<file path="src/rtl/calc_arb_pkg.sv">
// rtl/calc_arb_pkg.sv - shared constants and types for the two-port calculator arbiter
package calc_arb_pkg;

  localparam int CALC_W = 16;

  localparam logic [1:0] OP_ADD = 2'b00;
  localparam logic [1:0] OP_SUB = 2'b01;
  localparam logic [1:0] OP_MUL = 2'b10;
  localparam logic [1:0] OP_DIV = 2'b11;

  typedef enum logic [3:0] {
    ST_IDLE = 4'b0001,
    ST_LOAD = 4'b0010,
    ST_EXEC = 4'b0100,
    ST_DONE = 4'b1000
  } state_t;

endpackage

</file>
<file path="src/rtl/calc_iter_core.sv">
// rtl/calc_iter_core.sv - iterative add/sub/multiply/divide engine, one step per cycle
module calc_iter_core
  import calc_arb_pkg::*;
#(
  parameter int W = CALC_W
) (
  input  logic         Clk,
  input  logic         Reset,
  input  logic         start,
  input  logic [1:0]   op,
  input  logic [W-1:0] a,
  input  logic [W-1:0] b,
  output logic         done,
  output logic [W:0]   res,
  output logic         flag,
  output logic         err
);

  logic           run;
  logic [2*W-1:0] acc;
  logic [W-1:0]   cnt;
  logic [W-1:0]   q;
  logic [W:0]     res_n;
  logic           flag_n;
  logic           err_n;

  // cnt doubles as the multiply down-counter and the divide remainder.
  always_comb begin
    done   = 1'b0;
    res_n  = '0;
    flag_n = 1'b0;
    err_n  = 1'b0;
    case (op)
      OP_ADD: begin
        done   = run;
        res_n  = {1'b0, cnt} + {1'b0, b};
        flag_n = res_n[W];
      end
      OP_SUB: begin
        done   = run;
        res_n  = {1'b0, cnt - b};
        flag_n = (cnt < b);
      end
      OP_MUL: begin
        done   = run && (cnt == '0);
        res_n  = acc[W:0];
        flag_n = |acc[2*W-1:W];
      end
      default: begin
        if (b == '0) begin
          done   = run;
          flag_n = 1'b1;
          err_n  = 1'b1;
        end else begin
          done   = run && (cnt < b);
          res_n  = {1'b0, q};
          flag_n = (cnt != '0);
        end
      end
    endcase
  end

  always_ff @(posedge Clk or posedge Reset) begin
    if (Reset) begin
      run  <= 1'b0;
      acc  <= '0;
      cnt  <= '0;
      q    <= '0;
      res  <= '0;
      flag <= 1'b0;
      err  <= 1'b0;
    end else if (start) begin
      run <= 1'b1;
      acc <= '0;
      cnt <= a;
      q   <= '0;
    end else if (run) begin
      if (done) begin
        run  <= 1'b0;
        res  <= res_n;
        flag <= flag_n;
        err  <= err_n;
      end else if (op == OP_MUL) begin
        acc <= acc + {{W{1'b0}}, b};
        cnt <= cnt - W'(1);
      end else if (op == OP_DIV) begin
        cnt <= cnt - b;
        q   <= q + W'(1);
      end
    end
  end

endmodule

</file>
<file path="src/rtl/calc_arbiter.sv">
// rtl/calc_arbiter.sv - round-robin arbiter sharing one iterative calculator between two requesters
module calc_arbiter
  import calc_arb_pkg::*;
#(
  parameter int W = CALC_W
) (
  input  logic         Clk,
  input  logic         Reset,
  input  logic         Req0,
  input  logic [1:0]   Op0,
  input  logic [W-1:0] A0,
  input  logic [W-1:0] B0,
  output logic         Ack0,
  output logic         Done0,
  input  logic         Req1,
  input  logic [1:0]   Op1,
  input  logic [W-1:0] A1,
  input  logic [W-1:0] B1,
  output logic         Ack1,
  output logic         Done1,
  output logic [W:0]   Res,
  output logic         Flag,
  output logic         Err,
  output logic         Busy
);

  state_t       state;
  logic         gnt;
  logic         last;
  logic         win;
  logic [1:0]   op_q;
  logic [W-1:0] a_q;
  logic [W-1:0] b_q;
  logic         core_done;

  // A tie goes to whoever was not served last; a lone requester always wins.
  assign win = (Req0 && Req1) ? ~last : Req1;

  calc_iter_core #(.W(W)) u_core (
    .Clk   (Clk),
    .Reset (Reset),
    .start (state == ST_LOAD),
    .op    (op_q),
    .a     (a_q),
    .b     (b_q),
    .done  (core_done),
    .res   (Res),
    .flag  (Flag),
    .err   (Err)
  );

  always_ff @(posedge Clk or posedge Reset) begin
    if (Reset) begin
      state <= ST_IDLE;
      gnt   <= 1'b0;
      last  <= 1'b1;
      op_q  <= OP_ADD;
      a_q   <= '0;
      b_q   <= '0;
      Ack0  <= 1'b0;
      Ack1  <= 1'b0;
      Done0 <= 1'b0;
      Done1 <= 1'b0;
      Busy  <= 1'b0;
    end else begin
      case (state)
        ST_IDLE: begin
          if (Req0 || Req1) begin
            state <= ST_LOAD;
            Busy  <= 1'b1;
            gnt   <= win;
            op_q  <= win ? Op1 : Op0;
            a_q   <= win ? A1 : A0;
            b_q   <= win ? B1 : B0;
            Ack0  <= ~win;
            Ack1  <= win;
          end
        end
        ST_LOAD: begin
          Ack0  <= 1'b0;
          Ack1  <= 1'b0;
          state <= ST_EXEC;
        end
        ST_EXEC: begin
          if (core_done) begin
            state <= ST_DONE;
            Done0 <= ~gnt;
            Done1 <= gnt;
          end
        end
        ST_DONE: begin
          Done0 <= 1'b0;
          Done1 <= 1'b0;
          last  <= gnt;
          Busy  <= 1'b0;
          state <= ST_IDLE;
        end
        default: begin
          state <= ST_IDLE;
          Ack0  <= 1'b0;
          Ack1  <= 1'b0;
          Done0 <= 1'b0;
          Done1 <= 1'b0;
          Busy  <= 1'b0;
        end
      endcase
    end
  end

endmodule

</file>
<file path="config.mk">
export PLATFORM = sky130hd
export DESIGN_NAME = calc_arbiter
export DESIGN_NICKNAME = d
export VERILOG_FILES = /design/src/rtl/calc_arb_pkg.sv /design/src/rtl/calc_iter_core.sv /design/src/rtl/calc_arbiter.sv
export SDC_FILE = /design/constraint.sdc
export NUM_CORES = 1
export LEC_CHECK = 0
export ABC_CLOCK_PERIOD_IN_PS = 4700
export BUFFER_PORTS_ARGS = -buffer_cell sky130_fd_sc_hd__buf_4
export CAP_MARGIN = 15
export CORE_ASPECT_RATIO = 1.4
export CORE_MARGIN = 3
export CORE_UTILIZATION = 35
export CTS_CLUSTER_SIZE = 14
export DETAILED_ROUTE_END_ITERATION = 7
export GPL_ROUTABILITY_DRIVEN = 0
export GPL_TIMING_DRIVEN = 0
export PLACE_DENSITY_LB_ADDON = 0.05
export SYNTH_ARGS = -nofsm -noshare
export SYNTH_HDL_FRONTEND = slang
export SYNTH_SLANG_ARGS = --single-unit
export TNS_END_PERCENT = 30
</file>
<file path="constraint.sdc">
create_clock -name Clk -period 4.7 [get_ports Clk]
set_clock_uncertainty 0.05 [all_clocks]
set_input_delay 0.47 -clock Clk [delete_from_list [all_inputs] [get_ports Clk]]
set_output_delay 0.47 -clock Clk [all_outputs]
set_load 0.02 [all_outputs]
</file>
Word level (Yosys, flattened, before mapping) --
Cells that the tools add are included.
Word-level totals: flip-flop bits (word level) 129, input bits 72, output and inout bits 24, word-level logic and storage cells 111
Operators by class: $add $sub $neg 5, $lt $le $gt $ge 1, equality and inequality tests 11, mux-type cells 42, bitwise gates (word level) 7, reductions and logical operators 27
Operators with widths (count):
- two-way mux 16 bit | 13
- two-way mux 32 bit | 4
- one-hot mux 17 bit (3 select lines) | 1
- adder 32 x 16 -> 32 bit | 1
- logical NOT 16 bit | 2
- adder 16 x 16 -> 17 bit | 1
- adder 16 x 1 -> 16 bit (second input constant) | 1
- less-than comparator 16 bit | 1
- nonzero test 16 bit | 1
- OR reduction 16 bit | 1
- subtractor 16 x 1 -> 16 bit (second input constant) | 1
- subtractor 16 bit | 1
- two-way mux 1 bit | 13
- one-hot mux 1 bit (2 select lines) | 6
- one-hot mux 4 bit (3 select lines) | 1
- AND reduction 2 bit | 5
- AND reduction 3 bit | 3
- two-way mux 4 bit | 2
- OR reduction 2 bit | 4
- NOT 1 bit | 7
- nonzero test 2 bit | 3
- equality test 2 bit (second input constant) | 2
- equality test 4 x 1 -> 1 bit (second input constant) | 1
- equality test 4 x 2 -> 1 bit (second input constant) | 1
- other kinds (13) | 17

Longest topological paths before layout --
Gate-level depths: netlist of the first run.
word-level depth 7, depth in mapped cells 13, mapped depth without buffers 11

Hierarchy --
Synthesis of the first run repeated with hierarchy kept, for this count alone.
Unflattened totals: cells, all modules 1039, area, all modules 9432.8 um2
By module, submodules not included:
- calc_iter_core | times used 1, cells each 876, area each 7040.5 um2, sequential area each 2102.0 um2
- calc_arbiter | times used 1, cells each 163, area each 2392.3 um2, sequential area each 1128.6 um2

Worst setup path before layout of the first run --
No wires, ideal clock.
path type reg-to-reg, start register u_core.cnt[0], end register u_core.q[15], setup time 120 ps, arrival 2568 ps, data required time 4530 ps, path slack 1961 ps, stages on the path, launching flop included 13, buffers on the path 1, period minus slack after synthesis 2739 ps, cells stage by stage dfrtp_1 > inv_1 > ha_1 > fa_1 > nor2b_4 > o31a_1 > o221ai_2 > a21oi_4 > nand2b_1 > buf_6 > nor4_4 > a31oi_1 > a41o_1
Between the ends: word-level cells in the longest chain between the ends 6, elaborated cells on any way between the ends 8, classes of those cells order compare: 1; eq/ne: 1; mux: 2; reduce/logical: 4
Ends and longest elaborated chain:
- start, declared | RTL line calc_iter_core.sv:21 | logic [W-1:0] cnt;
- start signal, assigned | RTL line calc_iter_core.sv:85 | cnt <= cnt - W'(1);
- start signal, assigned | RTL line calc_iter_core.sv:87 | cnt <= cnt - b;
- less-than comparator 16 bit | RTL line calc_iter_core.sv:55 | done = run && (cnt < b);
- logical AND 1 bit | RTL line calc_iter_core.sv:55
- two-way mux 1 bit | RTL line calc_iter_core.sv:50 | if (b == '0) begin
- one-hot mux 1 bit (2 select lines) (*) | RTL line calc_iter_core.sv:33 | case (op)
- != test 2 x 1 -> 1 bit (no line) (*)
- AND reduction 4 bit (no line) (*)
- end signal, assigned | RTL line calc_iter_core.sv:88 | q <= q + W'(1);
- end, declared | RTL line calc_iter_core.sv:22 | logic [W-1:0] q;
Mark *: on every way between the ends. The rest lies on a longest branch, timed or not. A chain may end at the register's enable or synchronous reset.

Worst setup path in the final report of the first run --
start register b_q[1], end register u_core.res[15]
Between the ends: word-level cells in the longest chain between the ends 5, elaborated cells on any way between the ends 10, classes of those cells add/sub: 2; order compare: 1; mux: 4; reduce/logical: 3
Ends and longest elaborated chain:
- start, declared | RTL line calc_arbiter.sv:33 | logic [W-1:0] b_q;
- start signal, assigned | RTL line calc_arbiter.sv:74 | b_q <= win ? B1 : B0;
- less-than comparator 16 bit | RTL line calc_iter_core.sv:55
- logical AND 1 bit | RTL line calc_iter_core.sv:55
- two-way mux 1 bit | RTL line calc_iter_core.sv:50
- one-hot mux 1 bit (2 select lines) | RTL line calc_iter_core.sv:33
- AND reduction 3 bit (no line)
- end signal, assigned | RTL line calc_iter_core.sv:80 | res <= res_n;
- end, declared | RTL line calc_iter_core.sv:14 | output logic [W:0] res,
Several ways; a longest one is shown, not always the timed one.

==> results.md, run 1 <==
* Avg Synthesized Cell Area at 8.45 um2
* Antenna violations before repair at 0
* Util after Layout at 42.8%
* P&R area growth vs syn at 19.2%
* Lkg Pwr at 5.01 nW
* CTS buffer count at 17
* CTS Hold Buffers Added at 0
* Iter 0 DRT Violations at 476
* Outcome: completed
* Async S/R FF share, synth at 100%
* Wirelength, routed at 31500 um
* Worst relative slew slack at 52.1%
* Worst path max stage delay at 0.61 ns
* Power per cell area at 792 nW/um2
* Clk root buf: clkbuf_16
* Die X at 143 um
* IO Pins at 96
* Grt total ovfl at 0
* Period Utilization, post-route at 76.8%
* R2R Path End: u_core.res[15]
* Delay-heaviest family, CP: compound AO/OA/AOI/OAI gates
* Clk_lat worst skew at 0.43 ns
* Mapped Cells at 1094
* Cell Rows at 69
* Arr. time, crit path at 3.84 ns
* Pin count of the biggest net entering global routing at 70
* Startpoint Class: flip-flop
* DP HPWL at 24600 um
* Peak supply drop at 371 uV
* Antenna viol nets, final at 0
* Setup TNS at 0 ns
* Most frequent cells in the layout: 130 x nand2_1, 127 x dfrtp_1, 126 x nor2_1
* Nets@finish at 1335
* Setup slack, reg-to-reg at 1.09 ns
* Clk buf depth at 2
* Post-Syn Nets at 1220
* Post-CTS resize count at 0
* CP Cell Sequence: inv_1 -> ha_1 -> nor2b_1 -> o21ai_0 -> a311oi_1 -> a2111o_1 -> a21oi_2 -> mux2_1 -> a221oi_1 -> a31oi_1
* Total number of yosys warnings at 0
* Crit path required time at 4.93 ns
* Mapped Area at 9250 um2
* FMAX at 277 MHz
* Drc violations at 0
* CTS tree: built
* Setup Buffers After CTS at 0
* Final slew viol count at 0
* Synth Register Bits at 129
* Final Setup Violations at 0
* H-tree lvl count at 4
* Hold WS at 0.0576 ns
* Via density at 5.44
* Antenna diodes at 0
* R2R Path Start: b_q[1]
* GRT Resource Usage Total at 22.7%
* Kind of critical path: reg2reg
* Fin. Hold Viols at 0
* Vias in the first global route at 8289
* Top FF cell, synth: dfrtp_1
* CP Buf/Inv Count at 1
* Vias at 8379
* First-pass GRT wire length at 49300 um
* DRT Pass-1 Iters at 5
* Worst Tran Pin Value at 0.718 ns
* DR WL/cell at 20.4 um
* IO buf count at 95
* Clk slew on worst S/H paths at 0.06 ns
* Final min period at 3.61 ns
* Critical Path End Type: flip-flop
* DIE AREA at 28400 um2
* EDFF count, synth at 0
* CP max-delay cell: dfrtp_1
* TritonCTS Sinks at 129
* Reg2Reg Depth at 10
* CP Max Fanout at 6
* Initial Util at 35.9%
* Share of layout cells above drive strength 1 at 16.2%
* RSZ-0062 raised after global routing: false
* Worst Hold Class: in2async
* Die Ht at 198 um
* Max cap viols at 0
* Most common cell after layout, fill and taps aside: nand2_1
* Seq/Total Area, Yosys at 34.9%
* Core Region at 25700 um2
* Netlist cell types at 92
state kept, by name, summed over array words and instances, names as in the netlist, 2 cells and up:
signal,count
u_core.acc,32
u_core.cnt,16
u_core.res,17
a_q,16
b_q,16
state,4
u_core.q,16
op_q,2
per-layer routing:
layer	share of wire, %	global-route usage, %	wire, um	vias to the layer above
met5	0	0	0	-
met4	3.0	8.20	946	0
met3	3.5	2.83	1110	40
met2	49	38.0	15300	217
met1	45	30.0	14100	3996
li1	-	-	-	4126
worst max path at each step:
stage                       from             end  slack (ns)  depth (start not counted)
final                     b_q[1]  u_core.res[15]        1.09                         10
after global placement     Reset   u_core.res[7]       -1.12                          2
after CTS                 b_q[1]  u_core.res[15]        1.03                         10
after global routing      b_q[1]  u_core.res[15]        0.89                         10
after detailed placement  b_q[1]  u_core.res[15]        1.05                         10
after floorplan            Reset            Ack0        0.74                          1
worst register-to-register path, cell delays in order, from the launching register on:
cell and delay (ns):
dfrtp_1 0.61, inv_1 0.27, ha_1 0.37, nor2b_1 0.06, o21ai_0 0.42, a311oi_1 0.21, a2111o_1 0.47, a21oi_2 0.19
mux2_1 0.33, a221oi_1 0.35, a31oi_1 0.13
area by class of cell:
type                            count  area, um2
Multi-Input combinational cell    853       5530
Tap cell                          319        399
Timing Repair Buffer               96        741
Fill cell                        2691      14700
Buffer                             65        307
Inverter                           47        181
Clock buffer                       28        537
Sequential cell                   129       3230
Clock inverter                      4       95.1
cells in the mapped netlist (5+ instances only):
master	n	area (um2)
a21oi_1	63	315
nor2b_1	9	56.3
nand3_1	28	140
nor4_1	18	113
nor2_1	126	473
mux2i_1	39	390
nand2b_1	10	62.6
o21a_1	9	67.6
nor3_1	36	180
o211ai_1	7	52.6
xor2_1	19	166
buf_2	22	110
a21o_1	11	82.6
or3_1	6	37.5
o21ai_0	88	440
mux2_2	5	56.3
a31oi_1	18	113
or2_2	5	31.3
dfrtp_1	127	3180
xnor2_1	44	385
clkbuf_1	32	120
nand2_1	130	488
o31ai_1	11	82.6
ha_1	51	638
and3_1	7	43.8
nand4_1	16	100
a211oi_1	5	37.5
inv_1	46	173
through the flow:
step                      instance area (um2)  power [mW]  setup WS, ns  cells
after floorplan                          9250        5.54         0.742   1094
after global placement                  10400        7.25         -1.12   1508
after detailed placement                10400        7.27          1.05   1509
after CTS                               11000        8.75          1.03   1541
after global routing                    11000        9.40         0.893   1541
final                                   11000        8.73          1.09   1541
report_power, final:
part | switching (mW) | leakage (nW) | internal (mW)
clock | 0.499 | 0.311 | 0.934
sequential | 0.550 | 1.67 | 1.48
combinational | 3.24 | 3.03 | 2.02
cell families after synthesis:
group	Yosys count	share of synthesized area, %
multiplexers	45	4.95
buffers and inverters	112	5.22
flip-flops	129	34.9
adder cells (fa/ha/maj)	54	7.55
AND/OR/NAND/NOR	417	21.7
XOR/XNOR	63	5.97
AO/OA/AOI/OAI	274	19.7
No activity file was read; power rests on OpenSTA's default activity.
==> inputs of run 2 (changes only) <==
ABC_CLOCK_PERIOD_IN_PS = 3340   (was 4700)
clock period = 3.34 ns   (was 4.7 ns; I/O delays follow)
==> results.md, run 2 (same netlist as run 1, synthesis figures left out) <==
* DRT Pass-1 Iters at 7
* CTS buffer count at 17
* Fin. Hold Viols at 22
* Largest registers: u_core.acc (32), u_core.res (17)
* Clk root buf: clkbuf_16
* Die Ht at 198 um
* Delay-heaviest family, CP: compound AO/OA/AOI/OAI gates
* H-tree lvl count at 4
* Kind of critical path: reg2reg
* Vias in the first global route at 8518
* WP depth at 11
* CTS tree: built
* Outcome: complete, but fails checks
* Crit path required time at 3.58 ns
* Antenna diodes at 0
* Antenna viol nets, final at 0
* Setup slack, reg-to-reg at 0.12 ns
* Initial Util at 35.9%
* Reg2Reg Depth at 11
* CP Buf/Inv Count at 3
* IO buf count at 95
* Worst relative slew slack at 50.4%
* Clk buf depth at 2
* Wirelength, routed at 31800 um
* DP HPWL at 25000 um
* IO Pins at 96
* Critical Path End Type: flip-flop
* Core Region at 25700 um2
* GRT Resource Usage Total at 22.9%
* Post-layout power at 12.3 mW
* Util after Layout at 43.2%
* Power per cell area at 1110 nW/um2
* Clk slew on worst S/H paths at 0.06 ns
* Lkg Pwr at 5.04 nW
* Failing checks: negative hold slack
* Antenna violations before repair at 0
* Vias at 8477
* CP Max Fanout at 10
* Period Utilization, post-route at 96.4%
* Most frequent cells in the layout: 129 x nand2_1, 126 x nor2_1, 120 x dfrtp_1
* Peak supply drop at 473 uV
* Grt total ovfl at 0
* First-pass GRT wire length at 49900 um
* Worst Tran Pin Value at 0.742 ns
* Post-layout instance area at 11100 um2
* Iter 0 DRT Violations at 551
* Most used cell, CP: inv_1
* Drc violations at 0
* Share of layout cells above drive strength 1 at 17.8%
* Clk_lat worst skew at 0.43 ns
* Fill count at 2663
* CTS Hold Buffers Added at 0
* Nets@finish at 1342
* TritonCTS Sinks at 129
* Pin count of the biggest net entering global routing at 40
* CP max-delay cell: dfrtp_2
* DIE AREA at 28400 um2
* Startpoint Class: flip-flop
* Max cap viols at 0
* Worst Hold Class: in2async
* Final slew viol count at 0
* Final min period at 3.22 ns
* DR WL/cell at 20.6 um
* Hold WS at -0.0272 ns
* Placement Setup Slack at -0.315 ns
* Most flops, register: u_core.acc
* Worst path max stage delay at 0.51 ns
* Fin worst setup slack at 0.120 ns
* Arr. time, crit path at 3.46 ns
* Max reg flops at 32
* Cell Rows at 69
* RSZ-0062 raised after global routing: false
* Via density at 5.48
* Most common cell after layout, fill and taps aside: nand2_1
* Final Setup Violations at 0
* P&R area growth vs syn at 20.3%
* FMAX at 311 MHz
* Placed cells at 1511
* Finished Layout Cells at 1548
* Cell Area, Placed at 10400 um2
* CP Cell Sequence: inv_1 -> ha_1 -> buf_4 -> inv_1 -> a22oi_2 -> a311oi_1 -> a2111o_1 -> a21oi_2 -> mux2_1 -> a221oi_1 -> a31oi_1
* Die X at 143 um
run 2: changes by cell type in the layout (fill, tap and decap cells not counted), sizes merged:
cell      delta
buf          +6
clkbuf       -5
clkinv       +4
clkinvlp     +2
bufinv       +1
inv          -1
run 2: area by class of cell:
cell class	instances	area, um2	area share (%)
well taps	319	399	3.59
inverters	47	180	1.62
clock inverters	10	156	1.41
plain buffers	65	313	2.81
flip-flops and latches	129	3240	29.1
repair buffers	103	811	7.29
clock buffers	22	474	4.26
multi-input cells	853	5550	49.9
run 2: report_power, final:
group | internal [mW] | switching, mW | total, mW
Sequential | 2.10 | 0.746 | 2.84
Clock | 1.30 | 0.732 | 2.04
Combinational | 2.88 | 4.58 | 7.46
run 2: layer usage:
| metal | share of wire (%) | GRT usage [%] | up-vias | wire [um] |
|---|---|---|---|---|
| met3 | 3.9 | 3.31 | 61 | 1230 |
| li1 | - | - | 4130 | - |
| met1 | 44 | 29.9 | 4041 | 14100 |
| met4 | 4.2 | 9.46 | 0 | 1340 |
| met2 | 48 | 38.0 | 245 | 15200 |
| met5 | 0 | 0 | - | 0 |
run 2: through the flow:
step,TNS (ns),hold WS (ns)
global route,0,0.0324
global placement,-0.452,0.415
finish,0,-0.0272
detailed placement,-0.346,0.419
CTS,0,0.00564
floorplan,0,0.398
run 2: timing repair:
item                                    CTS  global route
pin swaps                                 0             3
endpoints found under the setup margin    3            34
setup buffers                             0             5
resized for setup                         5            12
run 2: worst paths after layout:
check | startpoint | endpoint
max | b_q[4] | u_core.res[15]
min | Reset | u_core.res[7]
max reg2reg | b_q[4] | u_core.res[15]
min reg2reg | u_core.res[16] | u_core.res[16]
max in group asynchronous | Reset | state[0]
min in group Clk | A0[6] | a_q[6]
==> inputs of run 3 (changes only) <==
PLACE_DENSITY = 0.56   (was unset)
PLACE_DENSITY_LB_ADDON = unset   (was 0.05)
==> results.md, run 3 (same netlist as run 1, synthesis figures left out) <==
* Outcome: completed
* Power per cell area at 1110 nW/um2
* Fill count at 2613
* Pin count of the biggest net entering global routing at 42
* DRT Pass-1 Iters at 5
* CP Buf/Inv Count at 2
* First-pass GRT wire length at 46700 um
* Clk slew on worst S/H paths at 0.06 ns
* Delay-heaviest family, CP: compound AO/OA/AOI/OAI gates
* RSZ-0062 raised after global routing: true
* Most common cell after layout, fill and taps aside: nand2_1
* Switching part of the total power at 49.0%
* CP Max Fanout at 10
* H-tree lvl count at 4
* FMAX at 311 MHz
* Final Setup Violations at 0
* Drc violations at 0
* Wirelength, routed at 29700 um
* Antenna diodes at 0
* Cell Rows at 69
* Most frequent cells in the layout: 130 x nand2_1, 126 x nor2_1, 121 x dfrtp_1
* Startpoint Class: flip-flop
* Vias in the first global route at 8257
* Post-layout instance area at 11100 um2
* Kind of critical path: reg2reg
* Die Ht at 198 um
* Clock power share at 16.3%
* Peak supply drop at 538 uV
* Core Region at 25700 um2
* Clk root buf: clkbuf_16
* Area occupied by multi-input gates at 5560 um2
* Comb pwr share at 60.6%
* Finished Layout Cells at 1544
* CP max-delay cell: dfrtp_2
* Worst path max stage delay at 0.50 ns
* Lkg Pwr at 5.01 nW
* TritonCTS Sinks at 129
* FF/Latch Area at 3240 um2
* Placed cells at 1511
* Largest registers: u_core.acc (32), u_core.res (17)
* P&R area growth vs syn at 20.1%
* CTS buffer count at 17
* Antenna viol nets, final at 0
* Die X at 143 um
* Nets@finish at 1338
* DIE AREA at 28400 um2
* Initial Util at 35.9%
* Arr. time, crit path at 3.44 ns
* Max cap viols at 0
* Reg power frac at 23.1%
* Share of layout cells above drive strength 1 at 17.2%
* GRT Resource Usage Total at 21.3%
* DP HPWL at 23400 um
* Max reg flops at 32
* Clk buf depth at 2
* Period Utilization, post-route at 96.2%
* Int Power at 6.26 mW
* CP Cell Sequence: inv_1 -> ha_1 -> buf_6 -> or3b_1 -> nand4_1 -> a311oi_1 -> a2111o_1 -> a21oi_2 -> mux2_1 -> a221oi_1 -> a31oi_1
* Worst relative slew slack at 52.5%
* Grt total ovfl at 0
* Crit path required time at 3.57 ns
* Cell Area, Placed at 10400 um2
* Final slew viol count at 0
* Final min period at 3.21 ns
* DR WL/cell at 19.2 um
* Psw at 6.01 mW
* Worst Tran Pin Value at 0.712 ns
* Critical Path End Type: flip-flop
* Worst Hold Class: in2reg
* IO buf count at 95
* Clk_lat worst skew at 0.43 ns
* Setup TNS at 0 ns
* Iter 0 DRT Violations at 705
* Most flops, register: u_core.acc
* Vias at 8513
* Fin. Hold Viols at 0
* Post-layout power at 12.3 mW
* Antenna violations before repair at 0
* CTS tree: built
* IO Pins at 96
* Via density at 5.51
==> run 3: final timing paths <==
path,start,end,slack (ns),cells past startpoint
max in group asynchronous,Reset,state[0],1.97,5
hold reg to reg,u_core.res[5],u_core.res[5],0.43,2
min in group asynchronous,Reset,u_core.res[11],0.41,3
setup reg to reg,b_q[5],u_core.res[15],0.13,11
setup / recovery,b_q[5],u_core.res[15],0.13,11
hold / removal,B0[7],b_q[7],0.14,3
==> run 3: tightest hold or removal path: cells and delay by family <==
family	cells	cell delay [ns]
AO/OA/AOI/OAI	1	0.13
buffers and inverters	1	0.08
multiplexers	1	0.05
==> run 3: area by class of cell <==
cell class	count	share of cell area (%)
flip-flops and latches	129	29.2
multi-input cells	853	50.1
repair buffers	99	7.05
inverters	47	1.62
well taps	319	3.59
clock buffers	23	4.30
clock inverters	9	1.39
plain buffers	65	2.81
==> run 3: power by group through the flow <==
stage / clock network [mW] / registers [mW] / logic (mW)
final: 2.00 / 2.83 / 7.44
after global routing: 2.11 / 2.89 / 8.21
after CTS: 2.04 / 2.82 / 7.35
after detailed placement: 0 / 2.84 / 7.31
after global placement: 0 / 2.83 / 7.25
after floorplan: 0 / 2.64 / 5.17
==> run 3: repair_timing <==
item | CTS | global route
endpoints found under the setup margin | 1 | 28
resized for setup | 4 | 12
endpoints found under the hold margin | 11 | 0
hold buffers | 1 | 0
buffers inserted | 0 | 0
pin swaps | 0 | 1
cloned | 0 | 0
==> run 3: metal layers <==
layer / wire length [um] / share of wire, % / global-route usage, % / up-vias
li1: - / - / - / 4135
met2: 14400 / 48 / 35.4 / 279
met4: 1200 / 4.0 / 9.21 / 0
met1: 12700 / 43 / 27.4 / 4040
met3: 1400 / 4.7 / 3.12 / 59
met5: 0 / 0 / 0 / -
==> run 3: per-stage QoR <==
stage               setup slack, ns  hold WS [ns]  util [%]
floorplan                     0.601         0.398         -
global placement             -0.207         0.414      40.3
detailed placement           -0.202         0.305      40.5
CTS                          0.0167         0.135      43.0
global route               -0.00879         0.155      43.2
finish                        0.127         0.142      43.2
